## src/rtl/assoc_cache_core.sv

```systemverilog
// Two-way set-associative tag store with per-set LRU replacement and hit/reference counters.
// Holds tags, valid bits and LRU state only; no data storage.
module assoc_cache_core #(
    parameter int unsigned OFFSET_BITS = 2,
    parameter int unsigned INDEX_BITS  = 3
) (
    input  logic        clk,
    input  logic        rst_n,
    input  logic [31:0] addr_in,
    input  logic        state,
    output logic        hit,
    output logic [31:0] ref_count,
    output logic [31:0] hit_count
);

    localparam int unsigned TAG_BITS = 32 - INDEX_BITS - OFFSET_BITS;
    localparam int unsigned SETS     = 1 << INDEX_BITS;

    logic [TAG_BITS-1:0]   tag0_q [SETS];
    logic [TAG_BITS-1:0]   tag1_q [SETS];
    logic [SETS-1:0]       valid0_q;
    logic [SETS-1:0]       valid1_q;
    logic [SETS-1:0]       lru_q;

    logic [INDEX_BITS-1:0] set_idx;
    logic [TAG_BITS-1:0]   ref_tag;
    logic                  unused_offset;
    logic                  lookup_en;
    logic                  hit0;
    logic                  hit1;
    logic                  any_hit;
    logic                  victim;
    logic                  touched_way;

    assign set_idx       = addr_in[OFFSET_BITS +: INDEX_BITS];
    assign ref_tag       = addr_in[31 -: TAG_BITS];
    assign unused_offset = ^addr_in[OFFSET_BITS-1:0];
    assign lookup_en     = rst_n && !state;

    always_comb begin
        hit0    = valid0_q[set_idx] && (tag0_q[set_idx] == ref_tag);
        hit1    = valid1_q[set_idx] && (tag1_q[set_idx] == ref_tag);
        any_hit = hit0 || hit1;

        // Fill an empty way before evicting; way 0 takes priority when both are empty.
        if (!valid0_q[set_idx]) begin
            victim = 1'b0;
        end else if (!valid1_q[set_idx]) begin
            victim = 1'b1;
        end else begin
            victim = lru_q[set_idx];
        end

        touched_way = any_hit ? hit1 : victim;
    end

    // Control state and statistics; reset clears everything that affects lookup results.
    always_ff @(posedge clk) begin
        if (!rst_n) begin
            valid0_q  <= '0;
            valid1_q  <= '0;
            lru_q     <= '0;
            hit       <= 1'b0;
            ref_count <= '0;
            hit_count <= '0;
        end else if (!state) begin
            hit                <= any_hit;
            lru_q[set_idx]     <= ~touched_way;
            ref_count          <= ref_count + 32'd1;
            if (any_hit) begin
                hit_count <= hit_count + 32'd1;
            end else if (victim) begin
                valid1_q[set_idx] <= 1'b1;
            end else begin
                valid0_q[set_idx] <= 1'b1;
            end
        end
    end

    // Tags need no reset: they are only consulted behind their valid bit.
    always_ff @(posedge clk) begin
        if (lookup_en && !any_hit) begin
            if (victim) begin
                tag1_q[set_idx] <= ref_tag;
            end else begin
                tag0_q[set_idx] <= ref_tag;
            end
        end
    end

endmodule
```

## config.mk

```make
export PLATFORM = sky130hd
export DESIGN_NAME = assoc_cache_core
export DESIGN_NICKNAME = d
export VERILOG_FILES = /design/src/rtl/assoc_cache_core.sv
export SDC_FILE = /design/constraint.sdc
export NUM_CORES = 1
export LEC_CHECK = 0
export BUFFER_PORTS_ARGS = -buffer_cell sky130_fd_sc_hd__buf_2
export CAP_MARGIN = 20
export CORE_MARGIN = 2
export CORE_UTILIZATION = 45
export CTS_BUF_LIST = sky130_fd_sc_hd__clkbuf_8
export DETAILED_ROUTE_END_ITERATION = 12
export HOLD_SLACK_MARGIN = 0.1
export PLACE_DENSITY = 0.64
export SYNTH_ARGS = -nofsm -noshare
export SYNTH_HDL_FRONTEND = slang
export SYNTH_SLANG_ARGS = --single-unit
```

## constraint.sdc

```tcl
create_clock -name clk -period 6 [get_ports clk]
set_input_delay 1.2 -clock clk [delete_from_list [all_inputs] [get_ports clk]]
set_output_delay 1.2 -clock clk [all_outputs]
set_load 0.01 [all_outputs]
```

==> results of run 1 <==
per-stage QoR:
step | total power, mW | utilization | instance area, um2
after detailed placement | 4.474 | 0.4854 | 23130
after CTS | 7.243 | 0.5175 | 24660
final | 7.178 | 0.5191 | 24730
after global placement | 4.467 | 0.4841 | 23070
after floorplan | 4.292 | - | 21690
after global routing | 7.440 | 0.5191 | 24730
cell type report:
class	count	share of cell area
clock inverter	61	0.01017
tap	615	0.03111
multi-input combinational	812	0.2634
clock buffer	93	0.05175
sequential	521	0.5965
inverter	11	0.001669
timing repair buffer	155	0.04538
worst max-delay path, delay by kind of cell:
family	cells	cell delay [ns]
XOR/XNOR	1	0.23
AND/OR/NAND/NOR	5	1.53
AO/OA/AOI/OAI	3	0.83
buffers and inverters	4	1.20
registers in the layout (all words and copies together) (netlist names):
register   count
tag0_q       216
tag1_q       216
valid0_q       8
hit_count     32
hit            1
ref_count     32
valid1_q       8
lru_q          8
metal layers:
layer	share of wire	vias up	track usage
li1	-	5962	-
met1	0.43	6620	0.2954
met2	0.47	482	0.3293
met3	0.073	112	0.04919
met4	0.030	4	0.08495
met5	0.00057	-	0
cells by family after synthesis:
group           share of synthesized area
buf+inv                           0.02510
simple gates                      0.08596
flops                              0.6803
compound gates                    0.07240
mux                                0.1121
xor+xnor                          0.02302
fa+ha+maj                        0.001154
where the power goes:
group | internal (mW) | total (mW) | switching, mW
sequential | 3.94 | 3.95 | 0.00692
clock | 1.42 | 2.78 | 1.35
combinational | 0.160 | 0.456 | 0.296
final timing paths:
kind | end | start | depth (start not counted) | slack (ns)
max | tag1_q[6][12] | addr_in[2] | 13 | 1.21
min reg2reg | valid1_q[4] | valid1_q[4] | 2 | 0.45
max reg2reg | tag1_q[6][12] | tag0_q[1][14] | 10 | 2.03
min | valid1_q[4] | valid1_q[4] | 2 | 0.45
placed cells by master (no fill, tap or decap), types with 12 or more instances in the layout:
master	n
a21oi_1	54
a22o_1	19
a22oi_1	37
and3_1	28
buf_12	12
buf_2	95
buf_4	45
clkbuf_8	94
clkinv_1	23
dfxtp_1	89
edfxtp_1	432
inv_1	40
mux2_2	14
mux2i_1	136
mux4_2	40
nand2_1	60
nand3_1	34
nand4_1	25
nor2_1	46
nor2_4	16
nor3_1	15
o21ai_0	28
o31ai_1	27
or4_1	28
xnor2_1	32
xor2_1	25
==> impl_metrics.ini, run 1 <==
[cells_and_area]
area_growth_pct = 14.04
multi_input_area_um2 = 6515
nNetsFinal = 1624
drive_above_1_share = 0.2063
diodes = 0
n_fill_cell = 3936
seq_area_um2 = 14750
final_cells = 2268

[timing]
fin_skew_ns = 0.04398
max_freq_ghz = 0.2088
fin_hold_ws_ns = 0.4494
maxSlewHeadroom = 0.2594
worst_slack_ns = 1.211
fin_crit_sh = 0.7982
setup_tns_ns = 0
tightestPinTransition_ns = 1.108
hold_violations = 0
setup_viol = 0
period_minus_slack_ns = 4.789
rsz0062_at_grt = false
drv_slew = 0

[cts]
cts_resized = 0
cts_max_path_buffers = 3
ctsHoldBuffers = 0
clock_latency_ns = 0.67
root_buffer = clkbuf_8
cts.sinks = 521
h-tree-depth = 3
cts_setup_buffers = 0
cts_buffers = 86
cts_tree = yes
clk_pin_slew_ns = 0.05

[route]
initialDrtViolationCount = 1199
wire_per_inst_um = 23.35
vias = 13180
drc = 0
viasPerCell = 5.811
drt-pass1-iter-count = 5
antenna_left = 0
wirelength_mm = 52.96

[floorplanning]
rows = 80
core_um2 = 47650
dieWidth_um = 223.5
start_util = 0.4552
ioPinCount = 100
dieArea_um2 = 49970
die_h_um = 223.5

[flow_run]
max_cap_viol_count = 0

[pwr]
leakage_nw = 8.615
power.density_nw_per_um2 = 290.2
max-vdd-ir-drop_uv = 142.7

[grt]
grt_overflow = 0
grt_pass1_vias = 12880
grt.total_usage = 0.2137
grt_max_degree = 74
grt_pass1_wl_mm = 79.46
antenna_found_initial = 2

[setup_path]
critical_path_class = in2reg
path_common_cell = buf_4
critPathMaxStageDelay_ns = 0.87
path_max_fanout = 27
critical_path.endpoint_type = flop
cp_cell_sequence = buf_2 -> buf_4 -> nor2b_2 -> buf_4 -> a22o_1 -> a221oi_1 -> xnor2_1 -> and3_1 -> and4_1 -> a21oi_1 -> nand3_2 -> buf_4 -> nor2_4
critPathLaunchType = input pin
crit_arrival_ns = 5.04
worst_path_max_delay_cell = nor2_4
required_ns = 6.25

[yosys]
synth_nets = 1456
synthFlopType = edfxtp_1
postSynth.asyncResetShare = 0
synth.top_cells.by_area = edfxtp_1, dfxtp_1, mux2i_1
synth_top_area_cell = edfxtp_1
synth_enable_flop_cells = 432
synth.top_cell.area_share = 0.5981
avgSynthCellArea_um2 = 15.28
synth_most_common_cell = edfxtp_1
synth.top_cells.by_count = edfxtp_1, mux2i_1, dfxtp_1
yosysWarnings = 0
syn_inst = 1419
ys_ff_latch = 521
synth.cell_area_um2 = 21690
ys_types = 67
synth_seq_area_share = 0.6803

[placement]
dp_cells = 2111
gp_congestion = 0.8418
pre_cts_ws_ns = 0.5193
port_buffers = 97
hpwl_mm = 31.97

[status]
status = complete, no violations

[hold_path]
hold_class = reg2reg
(Power assumes the default switching activity.)
==> run 2, diff against run 1 <==
ABC_AREA = 1   (was unset)
clock period = 4.76 ns   (was 6 ns; I/O delays follow)
==> impl_metrics.ini, run 2 <==
[status]
status = complete, no violations

[floorplanning]
die_h_um = 235.9
start_util = 0.4577
core_um2 = 52870
dieWidth_um = 235.9
rows = 84
ioPinCount = 100
dieArea_um2 = 55640

[grt]
grt_max_degree = 115
grt.total_usage = 0.2238
grt_overflow = 0
grt_pass1_wl_mm = 96.40
grt_pass1_vias = 17440
antenna_found_initial = 4

[timing]
fin_crit_sh = 0.8425
hold_violations = 0
drv_slew = 0
tightestPinTransition_ns = 1.124
period_minus_slack_ns = 4.010
setup_tns_ns = 0
maxSlewHeadroom = 0.2488
setup_viol = 0
worst_slack_ns = 0.7498
rsz0062_at_grt = false
fin_skew_ns = 0.03274
max_freq_ghz = 0.2494

[pwr]
leakage_nw = 12.47
internal_power_mw = 7.178
switchingPower_mw = 2.275
clockPowerShare = 0.400
combPwrFrac = 0.073
power.density_nw_per_um2 = 340.4
switching_share = 0.2406
max-vdd-ir-drop_uv = 244.5
p_seq_frac = 0.527

[cts]
cts_tree = yes
cts_max_path_buffers = 3
ctsHoldBuffers = 0
cts_setup_buffers = 0
cts_buffers = 89
cts.sinks = 521
h-tree-depth = 3
clk_pin_slew_ns = 0.06
cts_resized = 0
clock_latency_ns = 0.68
root_buffer = clkbuf_8

[yosys]
synth_most_common_cell = nand2_1
synth_enable_flop_cells = 432
synth_nets = 2816
synth_top_area_cell = edfxtp_1
avgSynthCellArea_um2 = 8.706
yosysWarnings = 0
synth.top_cells.by_count = nand2_1, inv_1, edfxtp_1
synth.top_cells.by_area = edfxtp_1, nand2_1, inv_1
synthFlopType = edfxtp_1
synth.cell_area_um2 = 24190
ys_ff_latch = 521
ys_types = 38
synth_seq_area_share = 0.6098
syn_inst = 2779
synth.top_cell.area_share = 0.5362
postSynth.asyncResetShare = 0

[setup_path]
crit_arrival_ns = 4.35
critical_path_class = in2reg
path_max_fanout = 18
critical_path.endpoint_type = flop
required_ns = 5.10
critPathLaunchType = input pin

[placement]
pre_cts_ws_ns = 0.08101
port_buffers = 97
gp_congestion = 0.9295
hpwl_mm = 39.15
dp_cells = 3544

[route]
vias = 18490
viasPerCell = 4.991
drc = 0
initialDrtViolationCount = 1457
drt-pass1-iter-count = 5
wirelength_mm = 62.42
wire_per_inst_um = 16.85
antenna_left = 0

[hold_path]
hold_class = reg2reg

[cells_and_area]
drive_above_1_share = 0.1151
top_regs = tag0_q x216, tag1_q x216
n_fill_cell = 4813
final_cells = 3705
nNetsFinal = 2986
area_growth_pct = 14.76
final_common_cell = nand2_1
final_cell_mix = nand2_1, inv_1, edfxtp_1, nor2_1, nand3_1

[flow_run]
max_cap_viol_count = 0
## run 2: cell types whose count changed in the layout (fill, tap and decap cells not counted), moves of 28 or more
cell | previous run | this run
nand2_1 | 60 | 887
nor2_1 | 46 | 263
mux4_2 | 40 | 0
mux2i_1 | 136 | 0
or4_1 | 28 | 0
nand3_1 | 34 | 230
inv_1 | 40 | 527
a22oi_1 | 37 | 0
o21ai_0 | 28 | 81
xnor2_1 | 32 | 3
## run 2: kinds of logic after synthesis
family / count (synthesis) / synth area share
buf+inv: 603 / 0.09960
simple gates: 1509 / 0.2573
flops: 521 / 0.6098
compound gates: 139 / 0.03046
fa+ha+maj: 2 / 0.001034
xor+xnor: 5 / 0.001810
## run 2: path summary, 6_finish.rpt
kind | cells past startpoint | to | from | slack, ns
min | 2 | valid0_q[4] | valid0_q[4] | 0.45
max reg2reg | 17 | tag0_q[4][19] | tag1_q[4][1] | 1.28
min reg2reg | 2 | valid0_q[4] | valid0_q[4] | 0.45
max | 18 | tag0_q[4][19] | addr_in[4] | 0.75
## run 2: layout make-up
| cell class | count | area [um2] | share of cell area |
|---|---|---|---|
| diodes | 1 | 2.502 | 0.00009012 |
| clock buffers | 99 | 1363 | 0.04907 |
| clock inverters | 59 | 309.0 | 0.01113 |
| inverters | 502 | 1889 | 0.06804 |
| multi-input cells | 1655 | 7156 | 0.2577 |
| flip-flops and latches | 521 | 14750 | 0.5314 |
| well taps | 688 | 860.8 | 0.03100 |
| repair buffers | 180 | 1433 | 0.05160 |
## run 2: worst max-delay path: stages
cell and delay [ns]:
buf_2 0.27, inv_2 0.09, nor2_4 0.22, buf_4 0.22, nand3_1 0.08, nand2_1 0.08, nor2_1 0.08, nor2_1 0.24
nor2_1 0.15, nand2_1 0.08, nor2_1 0.04, nand2_1 0.11, nor2_1 0.08, nand2_2 0.11, nand4_1 0.17, buf_4 0.22
nor2_4 0.75, buf_4 0.39
## run 2: metrics by stage
| step | hold WS (ns) | area [um2] | power, mW | util |
|---|---|---|---|---|
| finish | 0.4533 | 27770 | 9.452 | 0.5252 |
| global route | 0.4679 | 27770 | 9.794 | 0.5252 |
| CTS | 0.4423 | 27710 | 9.534 | 0.5241 |
| detailed placement | 0.4422 | 26040 | 5.759 | 0.4925 |
| global placement | 0.4348 | 26040 | 5.745 | 0.4925 |
| floorplan | 0.4249 | 24190 | 5.469 | - |
## run 2: layer usage
metal | global-route usage | wire length, um | share of wire
met1 | 0.2957 | 26790 | 0.43
met2 | 0.3696 | 29420 | 0.47
met3 | 0.04365 | 4312 | 0.069
met4 | 0.07643 | 1880 | 0.030
met5 | 0 | 26 | 0.00042
## run 2: power by group through the flow
stage          combinational, mW  clock [mW]  sequential (mW)
2_1_floorplan              0.396           0             5.07
3_3_place_gp               0.675           0             5.07
3_5_place_dp               0.687           0             5.07
4_1_cts                    0.690        3.87             4.98
5_1_grt                    0.774        4.04             4.98
6_report                   0.693        3.78             4.98
==> run 3, diff against run 2 <==
clock period = 3.7 ns   (was 4.76 ns; I/O delays follow)
==> impl_metrics.ini, run 3 (synthesis results as in run 2) <==
[cts]
cts.sinks = 521
clk_pin_slew_ns = 0.06
root_buffer = clkbuf_8
cts_buffers = 89
cts_setup_buffers = 0
ctsHoldBuffers = 0
cts_tree = yes
cts_resized = 0
clock_latency_ns = 0.69
h-tree-depth = 3
cts_max_path_buffers = 3

[setup_path]
crit_arrival_ns = 3.49
path_max_fanout = 20
required_ns = 4.07
critical_path_class = in2reg
critical_path.endpoint_type = flop
critPathLaunchType = input pin

[cells_and_area]
nNetsFinal = 2980
final_area_um2 = 27910
drive_above_1_share = 0.1119
final_cell_mix = nand2_1, inv_1, edfxtp_1, nor2_1, nand3_1
utilization = 0.5279
area_growth_pct = 15.34
final_common_cell = nand2_1
top_regs = tag0_q x216, tag1_q x216
diodes = 0

[floorplanning]
ioPinCount = 100
dieArea_um2 = 55640
die_h_um = 235.9
dieWidth_um = 235.9
rows = 84
start_util = 0.4577
core_um2 = 52870

[route]
drc = 0
wire_per_inst_um = 16.87
antenna_left = 0
drt-pass1-iter-count = 7
wirelength_mm = 62.41
initialDrtViolationCount = 1471
vias = 18450
viasPerCell = 4.989

[flow_run]
max_cap_viol_count = 0

[placement]
gp_congestion = 0.9343
place_area_um2 = 26300
hpwl_mm = 39.33
port_buffers = 97

[timing]
maxSlewHeadroom = 0.4775
max_freq_ghz = 0.3204
hold_violations = 0
period_minus_slack_ns = 3.122
rsz0062_at_grt = false
fin_skew_ns = 0.02807
setup_viol = 0
tightestPinTransition_ns = 0.7837
fin_crit_sh = 0.8437
drv_slew = 0

[grt]
grt_pass1_vias = 17230
grt_pass1_wl_mm = 97.13
antenna_found_initial = 4
grt_overflow = 0
grt_max_degree = 76
grt.total_usage = 0.2264

[pwr]
power.density_nw_per_um2 = 431.3
max-vdd-ir-drop_uv = 314.0
leakage_nw = 12.46
power.total_mw = 12.03

[hold_path]
hold_class = in2reg

[status]
status = complete, no violations
==> run 3: worst max-delay path, stage by stage <==
cell and delay (ns):
buf_2 0.32, nand2_1 0.19, buf_12 0.21, nor2_1 0.14, o21ai_0 0.12, nand2_1 0.12, nor2_1 0.04, nand2_1 0.05
nand2_1 0.16, nand2_1 0.10, nor2_1 0.04, nand2_1 0.05, nor2_1 0.05, nand2_1 0.20, nand4_1 0.19, buf_12 0.23
nor2_4 0.25, buf_12 0.22
==> run 3: report_power, final <==
part | leakage, nW | total [mW] | internal (mW) | switching, mW
Clock | 0.930 | 4.74 | 2.44 | 2.30
Combinational | 6.91 | 0.893 | 0.256 | 0.637
Sequential | 4.61 | 6.40 | 6.39 | 0.0117
==> run 3: routing by layer <==
metal,routed length (um),track usage
met5,34,0
met4,1426,0.07334
met3,3925,0.03839
met2,29390,0.3669
met1,27630,0.3103
==> run 3: area by class of cell <==
cell class	instances	area, um2
Fill cell	4694	24960
Sequential cell	521	14750
Multi-Input combinational cell	1655	7156
Inverter	502	1889
Timing Repair Buffer	174	1635
Clock buffer	95	1308
Tap cell	688	860.8
Clock inverter	64	302.8
==> run 3: final timing paths <==
path,from,endpoint,slack [ns],cells past startpoint
max,addr_in[4],tag1_q[1][13],0.58,18
max reg2reg,hit_count[0],hit_count[30],0.87,15
min,addr_in[23],tag1_q[2][18],0.40,1
min reg2reg,valid0_q[6],valid0_q[6],0.45,2
==> run 3: metrics by stage <==
step	worst slack [ns]	cells	setup TNS [ns]	hold WS, ns
after floorplan	-0.2492	2779	-107.65	0.4249
after global placement	-0.01432	3540	-0.1750	0.4336
after detailed placement	-0.09703	3540	-8.217	0.4420
after CTS	0.6322	3699	0	0.3440
after global routing	0.4620	3699	0	0.3731
final	0.5784	3699	0	0.4016
